===== config.mk =====
export PLATFORM = sky130hd
export DESIGN_NAME = triangle_seq_ctrl
export DESIGN_NICKNAME = d
export VERILOG_FILES = /design/src/rtl/triangle_pkg.sv /design/src/rtl/tri_arith_unit.sv /design/src/rtl/triangle_seq_ctrl.sv
export SDC_FILE = /design/constraint.sdc
export NUM_CORES = 1
export LEC_CHECK = 0
export BUFFER_PORTS_ARGS = -buffer_cell sky130_fd_sc_hd__buf_2
export CAP_MARGIN = 20
export CORE_MARGIN = 5
export CORE_UTILIZATION = 40
export CTS_BUF_LIST = sky130_fd_sc_hd__clkbuf_4 sky130_fd_sc_hd__clkbuf_8 sky130_fd_sc_hd__clkbuf_16
export CTS_CLUSTER_SIZE = 16
export DETAILED_ROUTE_END_ITERATION = 7
export RECOVER_POWER = 100
export SLEW_MARGIN = 20
export SYNTH_ARGS = -nofsm -noshare
export SYNTH_HDL_FRONTEND = slang
export SYNTH_SLANG_ARGS = --single-unit

===== constraint.sdc =====
create_clock -name clk -period 9.1 [get_ports clk]
set_input_delay 0 -clock clk [delete_from_list [all_inputs] [get_ports clk]]
set_output_delay 0 -clock clk [all_outputs]
set_load 0.05 [all_outputs]

===== src/rtl/triangle_pkg.sv =====
`default_nettype none
// ============================================================================
//  Module   : triangle_pkg
//  Purpose  : State encoding, shape codes and width helpers for triangle_seq_ctrl.
//  Revision : 1.0  initial release
// ============================================================================
package triangle_pkg;

    typedef logic [3:0] state_t;

    localparam state_t S_IDLE   = 4'd0;
    localparam state_t S_CHK_AB = 4'd1;
    localparam state_t S_CHK_BC = 4'd2;
    localparam state_t S_CHK_CA = 4'd3;
    localparam state_t S_SQ_A   = 4'd4;
    localparam state_t S_SQ_B   = 4'd5;
    localparam state_t S_SQ_C   = 4'd6;
    localparam state_t S_RCHK   = 4'd7;
    localparam state_t S_DONE   = 4'd8;

    localparam logic [1:0] KIND_NONE    = 2'd0;
    localparam logic [1:0] KIND_SCALENE = 2'd1;
    localparam logic [1:0] KIND_ISO     = 2'd2;
    localparam logic [1:0] KIND_EQUI    = 2'd3;

    // Three W-bit squares summed need two guard bits beyond 2W.
    function automatic int sq_sum_width(input int w);
        return 2 * w + 2;
    endfunction

endpackage
`default_nettype wire


===== src/rtl/tri_arith_unit.sv =====
`default_nettype none
// ============================================================================
//  Module   : tri_arith_unit
//  Purpose  : Shared adder/comparator, squarer and sum-of-squares compare,
//             with operands selected by the controller state.
//  Revision : 1.0  initial release
// ============================================================================
module tri_arith_unit
    import triangle_pkg::*;
#(
    parameter int W = 8
) (
    input  logic [3:0]     state,
    input  logic [W-1:0]   ra,
    input  logic [W-1:0]   rb,
    input  logic [W-1:0]   rc,
    input  logic [2*W-1:0] sa,
    input  logic [2*W-1:0] sb,
    input  logic [2*W-1:0] sc,
    input  logic [2*W-1:0] msq,
    output logic           ineq_pass,
    output logic [2*W-1:0] sq,
    output logic           right_hit
);

    localparam int SW = sq_sum_width(W);

    logic [W-1:0]  w_add_x;
    logic [W-1:0]  w_add_y;
    logic [W-1:0]  w_cmp_z;
    logic [W-1:0]  w_mul_x;
    logic [W:0]    w_sum;
    logic [SW-1:0] w_sq_sum;
    logic [SW-1:0] w_twice_max;

    always_comb begin
        w_add_x = ra;
        w_add_y = rb;
        w_cmp_z = rc;
        w_mul_x = ra;
        case (state)
            S_CHK_BC: begin
                w_add_x = rb;
                w_add_y = rc;
                w_cmp_z = ra;
            end
            S_CHK_CA: begin
                w_add_x = rc;
                w_add_y = ra;
                w_cmp_z = rb;
            end
            S_SQ_B:  w_mul_x = rb;
            S_SQ_C:  w_mul_x = rc;
            default: ;
        endcase
    end

    // Zero-extended sum cannot overflow; strict compare rejects degenerate sides.
    assign w_sum     = {1'b0, w_add_x} + {1'b0, w_add_y};
    assign ineq_pass = (w_sum > {1'b0, w_cmp_z});

    assign sq = {{W{1'b0}}, w_mul_x} * {{W{1'b0}}, w_mul_x};

    // The largest square belongs to the hypotenuse, so a^2+b^2+c^2 == 2*max^2.
    assign w_sq_sum    = SW'(sa) + SW'(sb) + SW'(sc);
    assign w_twice_max = SW'({msq, 1'b0});
    assign right_hit   = (w_sq_sum == w_twice_max);

endmodule
`default_nettype wire


===== src/rtl/triangle_seq_ctrl.sv =====
`default_nettype none
// ============================================================================
//  Module   : triangle_seq_ctrl
//  Purpose  : Sequential triangle classifier with handshaked input and result.
//  Revision : 1.0  initial release
// ============================================================================
module triangle_seq_ctrl
    import triangle_pkg::*;
#(
    parameter int W = 8
) (
    input  logic         clk,
    input  logic         rst_n,
    input  logic         in_valid,
    output logic         in_ready,
    input  logic [W-1:0] a,
    input  logic [W-1:0] b,
    input  logic [W-1:0] c,
    output logic         out_valid,
    input  logic         out_ready,
    output logic         out,
    output logic [1:0]   kind,
    output logic         right,
    output logic         busy
);

    state_t         r_state;
    state_t         w_next;
    logic [W-1:0]   r_ra;
    logic [W-1:0]   r_rb;
    logic [W-1:0]   r_rc;
    logic [2*W-1:0] r_sa;
    logic [2*W-1:0] r_sb;
    logic [2*W-1:0] r_sc;
    logic [2*W-1:0] r_msq;
    logic           r_out;
    logic [1:0]     r_kind;
    logic           r_right;

    logic           w_pass;
    logic [2*W-1:0] w_sq;
    logic           w_right_hit;
    logic [1:0]     w_kind;
    logic           w_accept;

    tri_arith_unit #(.W(W)) u_arith (
        .state     (r_state),
        .ra        (r_ra),
        .rb        (r_rb),
        .rc        (r_rc),
        .sa        (r_sa),
        .sb        (r_sb),
        .sc        (r_sc),
        .msq       (r_msq),
        .ineq_pass (w_pass),
        .sq        (w_sq),
        .right_hit (w_right_hit)
    );

    assign w_accept = in_valid && (r_state == S_IDLE);

    always_ff @(posedge clk or negedge rst_n) begin
        if (!rst_n) r_state <= S_IDLE;
        else        r_state <= w_next;
    end

    always_comb begin
        w_next = r_state;
        case (r_state)
            S_IDLE:   if (in_valid)  w_next = S_CHK_AB;
            S_CHK_AB: w_next = w_pass ? S_CHK_BC : S_DONE;
            S_CHK_BC: w_next = w_pass ? S_CHK_CA : S_DONE;
            S_CHK_CA: w_next = w_pass ? S_SQ_A   : S_DONE;
            S_SQ_A:   w_next = S_SQ_B;
            S_SQ_B:   w_next = S_SQ_C;
            S_SQ_C:   w_next = S_RCHK;
            S_RCHK:   w_next = S_DONE;
            S_DONE:   if (out_ready) w_next = S_IDLE;
            default:  w_next = S_IDLE;
        endcase
    end

    always_comb begin
        in_ready  = (r_state == S_IDLE);
        out_valid = (r_state == S_DONE);
        busy      = (r_state != S_IDLE);
    end

    always_comb begin
        w_kind = KIND_SCALENE;
        if ((r_ra == r_rb) && (r_rb == r_rc))
            w_kind = KIND_EQUI;
        else if ((r_ra == r_rb) || (r_rb == r_rc) || (r_rc == r_ra))
            w_kind = KIND_ISO;
    end

    always_ff @(posedge clk or negedge rst_n) begin
        if (!rst_n) begin
            r_ra    <= '0;
            r_rb    <= '0;
            r_rc    <= '0;
            r_sa    <= '0;
            r_sb    <= '0;
            r_sc    <= '0;
            r_msq   <= '0;
            r_out   <= 1'b0;
            r_kind  <= KIND_NONE;
            r_right <= 1'b0;
        end else begin
            case (r_state)
                S_IDLE: begin
                    if (w_accept) begin
                        r_ra <= a;
                        r_rb <= b;
                        r_rc <= c;
                    end
                end
                S_CHK_AB, S_CHK_BC, S_CHK_CA: begin
                    if (!w_pass) begin
                        r_out   <= 1'b0;
                        r_kind  <= KIND_NONE;
                        r_right <= 1'b0;
                    end
                end
                S_SQ_A: begin
                    r_sa  <= w_sq;
                    r_msq <= w_sq;
                end
                S_SQ_B: begin
                    r_sb <= w_sq;
                    if (w_sq > r_msq) r_msq <= w_sq;
                end
                S_SQ_C: begin
                    r_sc <= w_sq;
                    if (w_sq > r_msq) r_msq <= w_sq;
                end
                S_RCHK: begin
                    r_out   <= 1'b1;
                    r_kind  <= w_kind;
                    r_right <= w_right_hit;
                end
                default: ;
            endcase
        end
    end

    assign out   = r_out;
    assign kind  = r_kind;
    assign right = r_right;

endmodule
`default_nettype wire


==> key figures, run 1 <==
Clocking
  • Sink Count: just over 90
  • Total CTS buffers: 9
  • Root Buffer: clkbuf_16
  • TritonCTS clock tree: built
  • Clock transition at the register clock pins on the worst setup and hold paths after CTS: around 60 ps
  • Maximum count of clock buffers along a single path: 2
  • Post-CTS setup-driven buffer insertion count: 0
  • H-tree lvl count: 3
  • Clock latency at the later pin of the worst-skew pair: between 300 and 400 ps

Route
  • Total Routed Length: approximately 20 mm
  • Number of violations reported at the end of detailed-routing iteration 0: between 400 and 500
  • Router iterations before antenna repair: 5
  • Total via count after detailed routing: 6983
  • Final routed wire length divided by cell count: 15.6 um
  • Number of vias per cell: between 5 and 6
  • DRC errors left: 0
  • Post-route ant nets: 0

Floorplan
  • Die H: 156 um
  • Floorplan Core Area: approximately 21000 um^2
  • I/O pin total: 35
  • Starting utilization of the core area: between 40% and 50%
  • Die W: ~160 um
  • Total Die Area: 24400 um^2
  • Std-Cell Rows: 53

Final layout
  • Most frequent cells in the layout: 103 x nor2_1, 92 x ha_1, 91 x inv_1, 91 x dfrtp_1, 84 x nand2_1
  • Cell Count, Final, Fillers Out: between 1000 and 1500
  • Layout overhead on the synthesized area: 10.2%
  • Number of nets in the layout: between 1000 and 1500
  • Share of final-layout standard cells stronger than drive strength 1: under 10%
  • Final antenna diode count: 0
  • Number of inserted filler cells in the final layout: approximately 2100
  • Leading cell type in the layout, fill and taps excluded: nor2_1
  • Final Instance Area: 9440 um^2

Timing
  • Final worst path period need: approximately 8400 ps
  • Count of pins over their slew limit: 69
  • Min Hold Slack: 94.4 ps
  • Slew Limit Headroom: -150%
  • Total negative slack for setup checks: 0 ps
  • Worst clock skew: around 13 ps
  • Final setup viols: 0
  • Highest clock rate: approximately 120 MHz
  • Setup repair after global routing missed its margin: no
  • Actual slew at the worst max-slew pin: ~3800 ps
  • Hold violation count in the final report: 0
  • Portion of the clock cycle consumed by the worst path in the final layout: 92.7%

Logic synthesis
  • Synth warn: 0
  • Cell accounting for the most synthesized area: dfrtp_1
  • Post-synthesis instance area: about 8600 um^2
  • Syn_area_per_cell: approximately 8.4 um^2
  • Synth Net Count: approximately 1200
  • Instance count of the mapped netlist: 1023
  • Primary FF master, synth: dfrtp_1
  • Distinct cell type count of the synthesized netlist: 61
  • Fraction of registers with async set/reset: 100%
  • Cells taking the most area after synthesis: dfrtp_1 27%, ha_1 13%, fa_1 6.3%
  • Synth Register Bits: 92
  • Area share of the leading cell type in the synthesized netlist: between 20% and 30%
  • Register area share after synthesis: 26.9%
  • Number of synthesized flops with an enable pin: 0

GRT
  • Met2 Track Usage GR: between 20 and 30%
  • Routing usage on met1: 25.0%
  • Met3 demand-to-capacity share in global routing: ~3%
  • Number of antenna violations at the first check in global routing: 0
  • Global-route layer with the greatest usage: met2
  • Total routing resource utilization after global routing: around 18%
  • Wire length of the first global-routing pass: 35.7 mm
  • Total global routing overflow: 0
  • Number of global-route vias before repair: a little over 7000
  • Pin count of the biggest net entering global routing: 69

Critical path
  • Worst Setup End Kind: flip-flop
  • Max stage delay on crit path: roughly 650 ps
  • Data arrival time of the critical path: 8660 ps
  • Type of the setup path with the least slack: flip-flop to flip-flop
  • Crit path top cell by count: inv_1
  • Highest net fanout along the worst path: 27
  • Slowest cell on crit path: o221ai_1
  • Worst endpoint required time: ~9300 ps
  • Startpoint type of the worst setup path: flip-flop

Hold path
  • Path class of the lowest-slack min-delay path: primary input to flip-flop

Placement
  • Post-place instance area: 8910 um^2
  • Post-DP HPWL: 15.7 mm
  • Placed Instances: around 1300
  • Buffers added on ports: 34
  • Final estimated routing congestion in global placement: 0.854

Run status
  • Run status: finished with violations
  • Violations in the final reports: max-capacitance violations, max-slew violations

Job
  • Number of max-cap violations: 1
## worst max-delay path: cells and delay by family (launching register included)
family	cells	cell delay (ps)
buf+inv	7	1000
fa+ha+maj	6	2630
compound gates	7	1830
flops	1	380
simple gates	9	1940
xor+xnor	1	510
## logic make-up after synthesis
family	count (synthesis)	synth area share [%]
and+or+nand+nor	320	17.3
AOI/OAI and AO/OA	215	15.9
buffers and inverters	154	6.79
adders and majority gates	119	19.8
DFF	92	26.9
xor gates and xnor gates	81	8.28
muxes	40	5.10
other	2	0.0877
## path summary, 6_finish.rpt
kind / startpoint / end / slack, ps / depth (start not counted)
worst max-delay path: r_state[0] / r_msq[9] / 660 / 30
worst min-delay path: in_valid / r_state[0] / 90 / 4
worst max register to register: r_state[0] / r_msq[9] / 660 / 30
worst min register to register: r_sa[10] / r_sa[10] / 490 / 2
max in group asynchronous: rst_n / r_state[1] / 4170 / 3
min in group asynchronous: rst_n / r_sb[14] / 460 / 2
## cell type report
| class | count | area, um^2 | area share, % |
|---|---|---|---|
| Tap cell | 275 | 344 | 3.64 |
| Clock buffer | 12 | 254 | 2.69 |
| Timing Repair Buffer | 69 | 477 | 5.05 |
| Multi-Input combinational cell | 777 | 5670 | 60.1 |
| Sequential cell | 92 | 2300 | 24.4 |
| Clock inverter | 3 | 47.5 | 0.504 |
| Inverter | 91 | 342 | 3.62 |
## metrics by stage
stage / utilization, % / setup slack [ps]
finish: 44.9 / 663
global route: 44.9 / 29.1
CTS: 45.1 / 546
detailed placement: 42.4 / 597
global placement: 42.4 / 853
floorplan: - / 1570
## cell usage after synthesis (6+ instances only)
| cell type | number |
|---|---|
| buf_1 | 9 |
| nand4_1 | 18 |
| fa_1 | 27 |
| nand3_1 | 11 |
| inv_1 | 91 |
| nor2b_1 | 8 |
| o21ai_0 | 77 |
| nor3_1 | 46 |
| o221ai_1 | 12 |
| xnor2_1 | 53 |
| o21a_1 | 7 |
| a21oi_1 | 40 |
| o21ai_1 | 6 |
| mux2_2 | 29 |
| xor2_1 | 28 |
| or3_1 | 15 |
| dfrtp_1 | 92 |
| ha_1 | 92 |
| clkbuf_1 | 51 |
| nand2_1 | 84 |
| nor2_1 | 103 |
| nand2b_1 | 9 |
| mux2i_1 | 11 |
| a31oi_1 | 6 |
| or2_2 | 11 |
| a21o_1 | 18 |
| o21bai_1 | 7 |
## per-layer routing
layer / vias up / share of wire [%]
met2: 131 / 46
li1: 3542 / -
met4: 0 / 2.0
met3: 28 / 3.8
met1: 3282 / 49
met5: - / 0
## what timing repair did
action | CTS | global route
endpoints found under the hold margin | 49 | 0
hold buffers | 26 | 0
resized for setup | 0 | 1
endpoints found under the setup margin | 0 | 15
## state kept, by name, summed over array words and instances, names as in the netlist
register and flops:
r_ra 8, r_state 4, r_rb 8, r_rc 8, right 1, r_sb 15
r_sa 15, r_sc 15, r_msq 15, kind 2, out 1
Power of run 1 is left out: the tool's default activity adds up to more than one toggle a clock period on the data nets, which glitch-free logic cannot reach.
==> inputs of run 2 (changes only) <==
Settings changed: CTS_BUF_LIST sky130_fd_sc_hd__clkbuf_4 sky130_fd_sc_hd__clkbuf_8 sky130_fd_sc_hd__clkbuf_16 to sky130_fd_sc_hd__clkbuf_4 sky130_fd_sc_hd__clkbuf_8, SYNTH_HIERARCHICAL from default to 1.
==> run 2 against run 1 <==
The flow still finishes with violations (max-capacitance violations, max-slew violations). Register-to-register slack improved by 420 ps. Global-route usage shrank 2.0 points. Design area fell by 1.3%. Synthesized cell count down 18%. Wire length down 9.0%. Critical path type unchanged.
==> key figures, run 2 <==
GRT
  • Number of antenna violations at the first check in global routing: 0 (unchanged)
  • Wire length of the first global-routing pass: 31.4 mm (-12%)
  • Met2 Track Usage GR: 26.9% (-1.6 points)
  • Total global routing overflow: 0 (unchanged)
  • Met3 demand-to-capacity share in global routing: 2.55% (-0.49 points)
  • Global-route layer with the greatest usage: met2
  • Pin count of the biggest net entering global routing: 73 (+5.8%)
  • Routing usage on met1: 20.9% (-4.1 points)
  • Total routing resource utilization after global routing: 15.9% (-2.0 points)
  • Number of global-route vias before repair: 6129 (-14%)

Critical path
  • Type of the setup path with the least slack: flip-flop to flip-flop
  • Highest net fanout along the worst path: 16 (-41%)
  • Worst Setup End Kind: flip-flop
  • Family of cells with the greatest summed delay on the critical path: adder cells
  • Max stage delay on crit path: 700 ps (+50 ps)
  • Slowest cell on crit path: a21oi_1
  • Number of buffer and inverter stages on the critical path: 4 (-3)
  • Data arrival time of the critical path: 8280 ps (-380 ps)
  • Worst endpoint required time: 9370 ps (+50 ps)
  • Startpoint type of the worst setup path: flip-flop
  • Crit path top cell by count: fa_1

Logic synthesis
  • Xor/xnor share of the synthesized area: 7.26% (-1.0 points)
  • Share of the synthesized area in compound gates (AO/OA/AOI/OAI): 11.7% (-4.1 points)
  • Cells taking the most area after synthesis: dfrtp_1 28%, ha_1 11%, mux2_2 10%
  • Most common cell in the synthesized netlist: dfrtp_1
  • Register area share after synthesis: 28.2% (+1.3 points)
  • Area share of fa/ha/maj cells after synthesis: 21.4% (+1.6 points)
  • Area share of the leading cell type in the synthesized netlist: 28.2% (+1.3 points)
  • Commonest cells in the synthesized netlist: 96 x dfrtp_1, 80 x inv_1, 78 x mux2_2
  • Synthesized-area fraction occupied by and/or/nand/nor cells: 10.7% (-6.5 points)
  • Fraction of registers with async set/reset: 100% (unchanged)
  • Proportion of synthesized area in mux cells: 14.9% (+9.8 points)
  • Synth warn: 6 (+6)
  • Main combinational cell family by area after synthesis: adder cells
  • Primary FF master, synth: dfrtp_1
  • Cell accounting for the most synthesized area: dfrtp_1
  • Synth Net Count: 988 (-16%)
  • Syn_area_per_cell: 10.2 um^2 (+21%)
  • Synth Register Bits: 96 (+4.3%)
  • Instance count of the mapped netlist: 840 (-18%)
  • Distinct cell type count of the synthesized netlist: 74 (+21%)
  • Post-synthesis instance area: 8530 um^2 (-0.42%)
  • Number of synthesized flops with an enable pin: 0 (unchanged)

Timing
  • Highest clock rate: 125 MHz (+5.3%)
  • Worst clock skew: 27.4 ps (+14.2 ps)
  • Portion of the clock cycle consumed by the worst path in the final layout: 88.1% (-4.6 points)
  • Final setup viols: 0 (unchanged)
  • Count of pins over their slew limit: 122 (+77%)
  • Total negative slack for setup checks: 0 ps (unchanged)
  • Setup repair after global routing missed its margin: no
  • Actual slew at the worst max-slew pin: 3880 ps (+120 ps)
  • Final worst path period need: 8010 ps (-422 ps)
  • Slew Limit Headroom: -158% (-8.0 points)
  • Hold violation count in the final report: 0 (unchanged)

Route
  • Number of violations reported at the end of detailed-routing iteration 0: 248 (-41%)
  • Total via count after detailed routing: 6031 (-14%)
  • Final routed wire length divided by cell count: 16.0 um (+2.3%)
  • Post-route ant nets: 0 (unchanged)
  • DRC errors left: 0 (unchanged)
  • Number of vias per cell: 5.14 (-2.9%)
  • Total Routed Length: 18.7 mm (-9.0%)
  • Router iterations before antenna repair: 4 (-1)

Placement
  • Final estimated routing congestion in global placement: 0.891 (+4.4%)
  • Buffers added on ports: 34 (unchanged)
  • Post-DP HPWL: 14.0 mm (-11%)

Clocking
  • Clock transition at the register clock pins on the worst setup and hold paths after CTS: 100 ps (+40 ps)
  • Clock latency at the later pin of the worst-skew pair: 390 ps (+30 ps)
  • Sink Count: 96 (+4.3%)
  • H-tree lvl count: 3 (unchanged)
  • Maximum count of clock buffers along a single path: 2 (unchanged)
  • Post-cts gate resize count: 0 (unchanged)
  • Root Buffer: clkbuf_8
  • Total CTS buffers: 9 (unchanged)
  • TritonCTS clock tree: built

Job
  • Number of max-cap violations: 2 (+1)

Floorplan
  • Floorplan Core Area: 21000 um^2 (unchanged)
  • I/O pin total: 35 (unchanged)
  • Die W: 156 um (-0.20%)
  • Total Die Area: 24300 um^2 (-0.40%)
  • Starting utilization of the core area: 40.6% (-0.17 points)
  • Die H: 156 um (-0.20%)
  • Std-Cell Rows: 53 (unchanged)

Final layout
  • Share of final-layout standard cells stronger than drive strength 1: 17.1% (+8.2 points)
  • Most frequent cells in the layout: 96 x dfrtp_1, 80 x inv_1, 78 x mux2_2, 77 x ha_1, 62 x nor2_1
  • Number of nets in the layout: 1041 (-12%)
  • Number of inserted filler cells in the final layout: 2036 (-1.3%)
  • Final antenna diode count: 0 (unchanged)
  • Core utilization of the finished layout: 44.3% (-0.60 points)
  • Layout overhead on the synthesized area: 9.24%
  • Leading cell type in the layout, fill and taps excluded: dfrtp_1

Run status
  • Violations in the final reports: max-capacitance violations, max-slew violations
  • Run status: finished with violations

Hold path
  • Path class of the lowest-slack min-delay path: primary input to flip-flop
## run 2: layout make-up
type                            count  area (um^2)  area share, %
Multi-Input combinational cell    634         5580           59.9
Sequential cell                    96         2400           25.8
Timing Repair Buffer               71          480           5.16
Tap cell                          275          344           3.69
Inverter                           81          304           3.26
Clock buffer                        9          124           1.33
Clock inverter                      7         81.3          0.873
## run 2: final timing paths
kind / from / slack [ps] / endpoint / depth (start not counted)
worst min register to register: kind[0] / 520 / kind[0] / 2
worst min-delay path: in_valid / 70 / r_state[0] / 4
worst max-delay path: r_state[0] / 1090 / r_msq[13] / 26
max in group asynchronous: rst_n / 4320 / r_ra[7] / 3
min in group asynchronous: rst_n / 450 / r_sb[11] / 2
worst max register to register: r_state[0] / 1090 / r_msq[13] / 26
## run 2: repair_timing
item | CTS | global route
endpoints found under the setup margin | 0 | 0
hold buffers | 26 | 0
endpoints found under the hold margin | 49 | 0
setup buffers | 0 | 0
## run 2: layer usage
layer / vias up / routed length (um) / share of wire [%]
met2: 81 / 9060 / 48
li1: 3025 / - / -
met4: 0 / 378 / 2.0
met3: 25 / 478 / 2.6
met1: 2900 / 8810 / 47
met5: - / 0 / 0
## run 2: kinds of logic after synthesis
kind of cell / Yosys count
DFF: 96
adders and majority gates: 120
buffers and inverters: 110
other: 1
and+or+nand+nor: 177
AOI/OAI and AO/OA: 155
muxes: 112
xor gates and xnor gates: 69
## run 2: worst min-delay path, stage by stage
cell and delay (ps):
buf_2 100, nor2b_1 130, a211oi_1 50, nor3_1 110
## run 2: through the flow
step / cell area [um^2] / hold slack (ps) / setup slack (ps) / cells
finish: 9320 / 74.9 / 1090 / 1173
global route: 9320 / 112 / 450 / 1173
CTS: 9410 / 21.6 / 1380 / 1173
detailed placement: 8940 / -68.5 / 1370 / 1131
global placement: 8940 / -69.3 / 1500 / 1131
floorplan: 8530 / -296 / 1970 / 840
Power of run 2 is left out for the same reason.
==> inputs of run 3 (changes only) <==
Settings changed: RECOVER_POWER 100 to default.
==> run 3 against run 2 <==
The run now ends clean. First-iteration DRC count grew 1.2%. Via count shrank 0.13%. Highest routed layer unchanged. Die area is the same. Design area grew 0.98%. Utilization grew 0.43 points. Critical path type unchanged.
==> key figures, run 3 (same netlist as run 2, synthesis figures left out) <==
Placement
  • Buffers added on ports: 34 (unchanged)
  • Final estimated routing congestion in global placement: 0.891 (unchanged)
  • Post-DP HPWL: 14.0 mm (unchanged)

Timing
  • Setup repair after global routing missed its margin: no
  • Highest clock rate: 130 MHz (+3.9%)
  • Portion of the clock cycle consumed by the worst path in the final layout: 84.7% (-3.3 points)
  • Actual slew at the worst max-slew pin: 1050 ps (-2820 ps)
  • Total negative slack for setup checks: 0 ps (unchanged)
  • Worst clock skew: 28.0 ps (+0.634 ps)
  • Slew Limit Headroom: 29.6% (+190 points)
  • Hold violation count in the final report: 0 (unchanged)
  • Count of pins over their slew limit: 0 (-100%)
  • Final worst path period need: 7710 ps (-304 ps)
  • Final setup viols: 0 (unchanged)

Final layout
  • Layout overhead on the synthesized area: 10.3%
  • Final antenna diode count: 0 (unchanged)
  • Number of nets in the layout: 1041 (unchanged)
  • Share of final-layout standard cells stronger than drive strength 1: 20.2% (+3.0 points)
  • Leading cell type in the layout, fill and taps excluded: dfrtp_1
  • Most frequent cells in the layout: 96 x dfrtp_1, 80 x inv_1, 78 x mux2_2, 77 x ha_1, 62 x nor2_1

Route
  • Post-route ant nets: 0 (unchanged)
  • DRC errors left: 0 (unchanged)
  • Total Routed Length: 18.7 mm (-0.11%)
  • Router iterations before antenna repair: 4 (unchanged)
  • Total via count after detailed routing: 6023 (-0.13%)
  • Final routed wire length divided by cell count: 15.9 um (-0.11%)
  • Number of vias per cell: 5.13 (-0.13%)
  • Number of violations reported at the end of detailed-routing iteration 0: 251 (+1.2%)

GRT
  • Wire length of the first global-routing pass: 31.4 mm (unchanged)
  • Global-route layer with the greatest usage: met2
  • Pin count of the biggest net entering global routing: 73 (unchanged)
  • Routing usage on met1: 20.9% (unchanged)
  • Total global routing overflow: 0 (unchanged)
  • Met2 Track Usage GR: 26.9% (unchanged)
  • Total routing resource utilization after global routing: 15.9% (unchanged)
  • Number of global-route vias before repair: 6129 (unchanged)
  • Met3 demand-to-capacity share in global routing: 2.55% (unchanged)
  • Number of antenna violations at the first check in global routing: 0 (unchanged)

Floorplan
  • Starting utilization of the core area: 40.6% (unchanged)
  • Total Die Area: 24300 um^2 (unchanged)
  • Die W: 156 um (unchanged)
  • Die H: 156 um (unchanged)
  • I/O pin total: 35 (unchanged)
  • Std-Cell Rows: 53 (unchanged)
  • Floorplan Core Area: 21000 um^2 (unchanged)

Clocking
  • Clock latency at the later pin of the worst-skew pair: 400 ps (about the same)
  • Quantity of hold-fixing buffers added after cts: 26 (unchanged)
  • Sink Count: 96 (unchanged)
  • Clock transition at the register clock pins on the worst setup and hold paths after CTS: 120 ps (+20 ps)
  • H-tree lvl count: 3 (unchanged)
  • TritonCTS clock tree: built
  • Post-cts gate resize count: 0 (unchanged)
  • Maximum count of clock buffers along a single path: 2 (unchanged)
  • Root Buffer: clkbuf_8
  • Total CTS buffers: 9 (unchanged)
  • Post-CTS setup-driven buffer insertion count: 0 (unchanged)

Run status
  • Run status: finished clean

Critical path
  • Startpoint type of the worst setup path: flip-flop
  • Data arrival time of the critical path: 7990 ps (-290 ps)
  • Worst Setup End Kind: flip-flop
  • Type of the setup path with the least slack: flip-flop to flip-flop
  • Highest net fanout along the worst path: 16 (unchanged)
  • Worst endpoint required time: 9380 ps (about the same)

Job
  • Number of max-cap violations: 0 (-2)

Hold path
  • Path class of the lowest-slack min-delay path: primary input to asynchronous set/reset pin
## run 3: cell types whose count changed in the layout (fill, tap and decap cells not counted)
cell      delta
nor3b_1      -3
o21ai_1      +1
nand2b_4     +1
a21oi_2      +1
buf_2        +7
clkbuf_1    -14
mux2_4       +8
nor3b_2      +3
buf_4        +7
o21ai_0      -1
nand2b_1     -1
a21oi_1      -1
mux2_1       -8
## run 3: stage by stage
step | instance area, um^2 | hold slack, ps | instances | worst slack [ps] | util [%]
after floorplan | 8530 | -296 | 840 | 1970 | -
after global placement | 8940 | -69.3 | 1131 | 1500 | 42.5
after detailed placement | 8940 | -68.5 | 1131 | 1370 | 42.5
after CTS | 9410 | 21.6 | 1173 | 1380 | 44.8
after global routing | 9410 | 36.3 | 1173 | 787 | 44.8
final | 9410 | 37.4 | 1173 | 1390 | 44.8
## run 3: critical path: stages, from the launching register on
cell and delay (ps):
dfrtp_1 590, nor4bb_1 360, buf_4 220, nor2_2 90
a21oi_1 550, or2_2 250, inv_1 60, fa_1 480
fa_1 540, inv_1 50, fa_1 500, fa_1 540
inv_1 40, ha_1 350, a21o_1 180, a31o_2 210
a21oi_1 230, nor2b_1 80, o21ai_1 140, a21oi_1 90
xor2_1 190, ha_1 320, nand4_1 150, a2111o_1 370
a31oi_4 630, mux2_2 400
## run 3: final cells by class
class / instances / area, um^2
fillers: 2010 / 11600
multi-input cells: 634 / 5640
flip-flops and latches: 96 / 2400
repair buffers: 71 / 515
well taps: 275 / 344
inverters: 81 / 304
clock buffers: 9 / 124
clock inverters: 7 / 81.3
## run 3: path summary, 6_finish.rpt
path	start	to	slack, ps	cells past startpoint
setup reg to reg	r_state[2]	r_msq[0]	1390	25
setup / recovery	r_state[2]	r_msq[0]	1390	25
max in group asynchronous	rst_n	r_state[2]	7830	3
hold / removal	rst_n	r_sb[11]	40	2
hold reg to reg	kind[0]	kind[0]	510	2
min in group clk	in_valid	r_state[0]	70	4
## run 3: layer usage
layer / part of all wire [%] / vias to the layer above / wire, um
met3: 2.6 / 25 / 492
li1: - / 3022 / -
met4: 2.2 / 0 / 403
met2: 48 / 78 / 9030
met5: 0 / - / 0
met1: 47 / 2898 / 8780
Power of run 3 is left out for the same reason.
